--- src/rtl/note_voice_player.sv ---
// note_voice_player
//   Polyphonic note voice allocator/timer. Each voice holds an active bit,
//   a note index, a metadata tag and a remaining-beat counter. A new_note
//   strobe loads the lowest-index voice that is free at the start of the
//   cycle. Active voices count down on beats while play is asserted.
//
// Ports
//   clk           system clock, rising edge
//   reset         asynchronous, active-low reset
//   play          1 = voices count down, 0 = counters and active bits frozen
//   beat          one-cycle beat tick
//   new_note      one-cycle strobe: note/duration/metadata valid
//   note          note index to play
//   duration      note length in beats (0 = finish immediately)
//   metadata      per-note attribute stored with the voice
//   voice_note    packed note per voice, voice i at [6i+5:6i]
//   voice_meta    packed metadata per voice, voice i at [3i+2:3i]
//   voice_active  1 = voice i sounding
//   note_done     registered pulse: one or more voices finished / zero-length note
//   note_dropped  registered pulse: a new_note found no free voice
module note_voice_player #(
    parameter int NUM_VOICES = 3
) (
    input  logic                      clk,
    input  logic                      reset,
    input  logic                      play,
    input  logic                      beat,
    input  logic                      new_note,
    input  logic [5:0]                note,
    input  logic [5:0]                duration,
    input  logic [2:0]                metadata,
    output logic [6*NUM_VOICES-1:0]   voice_note,
    output logic [3*NUM_VOICES-1:0]   voice_meta,
    output logic [NUM_VOICES-1:0]     voice_active,
    output logic                      note_done,
    output logic                      note_dropped
);

    logic [NUM_VOICES-1:0]       active_q;
    logic [NUM_VOICES-1:0][5:0]  note_q;
    logic [NUM_VOICES-1:0][2:0]  meta_q;
    logic [NUM_VOICES-1:0][5:0]  cnt_q;

    logic [NUM_VOICES-1:0]       load_sel;
    logic [NUM_VOICES-1:0]       finish;
    logic [NUM_VOICES-1:0]       dec_en;
    logic                        found;
    logic                        valid_note;
    logic                        done_next;
    logic                        drop_next;

    // Allocation looks only at the registered active bits, so a voice that
    // finishes this cycle is not yet visible as free.
    always_comb begin
        load_sel   = '0;
        finish     = '0;
        dec_en     = '0;
        found      = 1'b0;
        valid_note = new_note && (duration != 6'd0);
        for (int unsigned i = 0; i < NUM_VOICES; i++) begin
            if (!active_q[i] && !found) begin
                load_sel[i] = valid_note;
                found       = 1'b1;
            end
        end
        for (int unsigned i = 0; i < NUM_VOICES; i++) begin
            dec_en[i] = active_q[i] && !load_sel[i] && beat && play
                        && (cnt_q[i] != 6'd0);
            finish[i] = dec_en[i] && (cnt_q[i] == 6'd1);
        end
        done_next = (|finish) || (new_note && (duration == 6'd0));
        drop_next = valid_note && !found;
    end

    always_ff @(posedge clk or negedge reset) begin
        if (!reset) begin
            active_q     <= '0;
            note_q       <= '0;
            meta_q       <= '0;
            cnt_q        <= '0;
            note_done    <= 1'b0;
            note_dropped <= 1'b0;
        end else begin
            for (int unsigned i = 0; i < NUM_VOICES; i++) begin
                if (load_sel[i]) begin
                    active_q[i] <= 1'b1;
                    note_q[i]   <= note;
                    meta_q[i]   <= metadata;
                    cnt_q[i]    <= duration;
                end else if (dec_en[i]) begin
                    cnt_q[i] <= cnt_q[i] - 6'd1;
                    if (finish[i]) begin
                        active_q[i] <= 1'b0;
                    end
                end
            end
            note_done    <= done_next;
            note_dropped <= drop_next;
        end
    end

    assign voice_note   = note_q;
    assign voice_meta   = meta_q;
    assign voice_active = active_q;

endmodule

--- config.mk ---
export PLATFORM = sky130hd
export DESIGN_NAME = note_voice_player
export DESIGN_NICKNAME = d
export VERILOG_FILES = /design/src/rtl/note_voice_player.sv
export SDC_FILE = /design/constraint.sdc
export NUM_CORES = 1
export LEC_CHECK = 0
export BUFFER_PORTS_ARGS = -buffer_cell sky130_fd_sc_hd__buf_2
export CELL_PAD_IN_SITES_DETAIL_PLACEMENT = 0
export CELL_PAD_IN_SITES_GLOBAL_PLACEMENT = 1
export CORE_ASPECT_RATIO = 1.2
export CORE_MARGIN = 4
export CORE_UTILIZATION = 45
export DETAILED_ROUTE_END_ITERATION = 12
export MAX_ROUTING_LAYER = met4
export PLACE_DENSITY = 0.94
export SYNTH_ARGS = -nofsm -noshare
export SYNTH_HDL_FRONTEND = slang
export SYNTH_SLANG_ARGS = --single-unit
--- constraint.sdc ---
create_clock -name clk -period 4.3 [get_ports clk]
set_input_delay 0.215 -clock clk [delete_from_list [all_inputs] [get_ports clk]]
set_output_delay 0.215 -clock clk [all_outputs]
set_load 0.02 [all_outputs]
==> metrics <==
Initial Utilization=0.465; reg2reg path depth=4; flop2flop setup slack=2.25 ns; die outline height=89.3 microns; Layout Nets=309; first-pass iteration count of the detailed router=4; Yosys top cell by area=dfrtp_1; Final setup violation count=0; CP cell instances=and3b_1 > a21boi_2 > nor2_1 > a221o_2; Root Driver=clkbuf_8; CTS clk-pin slew, worst paths=0.09 ns; IO Port Bufs=51; Cells after Synth=228; via count=1970; Post-DP Area=0.00277 sq mm; Worst Path Class, Setup=register to register; Avg Inst Size Synth=10.9 sq um; Avg WL per Cell=16.4 microns; die area=0.00677 sq mm; Avg Vias per Cell=5.74; Max Buffers Root-to-Sink=2; max_slew headroom=0.284; area of the core=0.00533 sq mm; top cells by area, synth=dfrtp_1 (50%), mux2_2 (8.2%), nand2_1 (5.3%), ha_1 (4.5%), a221o_1 (2.4%); max-slew violations=0; Largest stage delay, worst path=0.64 ns; VDD IR-drop max=0.435 mV; reg-to-reg endpoint=cnt_q[6]; total grt overflow=0; Seq/Total Area, Yosys=0.505; dominant synthesized flop cell=dfrtp_1; startpoint types=register; hold crit path type=input pin to async pin; ANT cells=0; DRT iter0 DRCs=113; final instance count without filler cells=343; Yosys top cell area share=0.505; TritonCTS clock tree=done; Final GP Congestion=0.834; Critical Path Start=voice_active[0]; Fillers=479; Total Routing Usage GR=0.195; Syn-to-layout area delta=15.4%; setup TNS=0 ns; CTS buffer count=5; EDFF count, synth=0; RSZ-0062 raised after global routing=false; count leader, synth=dfrtp_1; DRC Markers=0; antenna viol nets, final=0; slew at the pin closest to its max-slew limit=1.07 ns; sequential standard cell area=0.00125 sq mm; Post-Syn Area=0.00248 sq mm; Setup crit end kind=register; global-route wire length before repair=9.88 mm; Seq cells post-synth=50; Power, Total=0.00211 W; # hold bufs at CTS=0; crit path to=cnt_q[6]; row count=29; status=finished, final reports clean; critical-path maximum fanout=15; Setup Skew=0.00894 ns; largest net degree at the start of global routing=51; Synthesis Warnings=0; initial antenna violation count=0; final worst-path cycle share=0.477; CP required=4.49 ns; PostCTS Resize Cnt=0; # Max-Cap Violations=0; f_max=487 MHz; clk_lat worst skew=0.31 ns; vias in the first global route=2018; routed wire length=5.64 mm; Slowest-stage cell, CP=a21boi_2; Placed Instances=335; die width=75.8 microns; final instance area=0.00286 sq mm; post-layout min period=2.05 ns; share of cells above drive strength 1=0.320; pwr dens=735 mW/mm^2; Worst R2R Start=voice_active[0]; Max H-tree Level=2; count of unique library cells instantiated by Yosys=52; CTS Sinks=50; syn nets=257; leakage=1.38 nW; footprint of the multi-input gates=0.00113 sq mm; Post-Route Utilization=0.537; Post-synth ARST share=1.00; Ports=52; Final Hold Viols=0; Post CTS Setup Buffer Count=0; hpwl dp=4.17 mm; Post-synth top cells=dfrtp_1 (50), nand2_1 (35), mux2_2 (18); CP arrival=2.25 ns
==> cell families (layout without fill, tap and decap cells) <==
kind of cell / after synthesis / after routing / share of synthesized area
xor+xnor: 2 / 2 / 0.00706
buf+inv: 18 / 71 / 0.0378
fa+ha+maj: 9 / 9 / 0.0454
compound gates: 49 / 49 / 0.157
flops: 50 / 50 / 0.505
mux: 18 / 18 / 0.0817
simple gates: 82 / 82 / 0.166
==> state kept, by name (all words and copies together), names as in the netlist <==
register and flops:
voice_note 18, cnt_q 18, voice_active 3, voice_meta 9, note_done 1, note_dropped 1
==> metal layers <==
| layer | part of all wire | vias to the layer above | GRT usage | routed length (microns) |
|---|---|---|---|---|
| li1 | - | 927 | - | - |
| met1 | 0.45 | 952 | 0.269 | 2530 |
| met2 | 0.46 | 86 | 0.290 | 2600 |
| met3 | 0.082 | 5 | 0.0427 | 464 |
| met4 | 0.0080 | 0 | 0.0493 | 45 |
| met5 | 0 | - | - | 0 |
==> how the worst min path moves through the flow <==
stage,start,endpoint,slack (ns),cells after the start
detailed placement,note[5],voice_note[5],0.44,3
global route,note[4],voice_note[4],0.12,3
floorplan,reset,cnt_q[0],-0.08,0
finish,reset,cnt_q[5],0.10,1
global placement,metadata[2],voice_meta[2],0.44,3
CTS,note[4],voice_note[4],0.11,3
==> worst max-delay path, delay by kind of cell, from the launching register on <==
| family | cells | cell delay, ns |
|---|---|---|
| simple gates | 2 | 0.48 |
| compound gates | 2 | 0.99 |
| flops | 1 | 0.47 |
==> report_power, final <==
part	internal, W	switching [W]	total [W]
logic	0.000401	0.000538	0.000939
registers	0.000694	0.000189	0.000883
clock network	0.000118	0.000166	0.000284
total	0.00121	0.000892	0.00211
==> per-stage QoR <==
stage	hold slack, ns	setup WS (ns)
global placement	0.436	2.29
detailed placement	0.443	2.22
global route	0.119	2.08
CTS	0.115	2.22
floorplan	-0.0806	2.54
finish	0.101	2.25
==> placed cells by master (no fill, tap or decap), drive strengths merged, types with 2 or more instances in the layout <==
cell	netlist	routed
a22oi	2	2
a211o	2	2
nand3	8	8
nor4	4	4
a31o	2	2
inv	10	12
buf	6	53
nor2	13	13
clkbuf	2	5
nand2	35	35
ha	9	9
o41ai	3	3
a211oi	2	2
o21ai	5	5
nand4	3	3
mux2	18	18
o31ai	2	2
and3b	2	2
a311oi	2	2
a21o	5	5
a221o	7	7
dfrtp	50	50
o211ai	2	2
xor2	2	2
a21boi	2	2
and3	3	3
a21oi	5	5
nor3	5	5
nand2b	3	3
==> area by class of cell <==
class                           instances  share of cell area
Timing Repair Buffer                   53              0.0944
Clock inverter                          3             0.00787
Clock buffer                            5              0.0240
Tap cell                               62              0.0271
Inverter                               10              0.0131
Multi-Input combinational cell        160               0.396
Sequential cell                        50               0.437
Note: power is estimated with default switching activity, not from simulation.
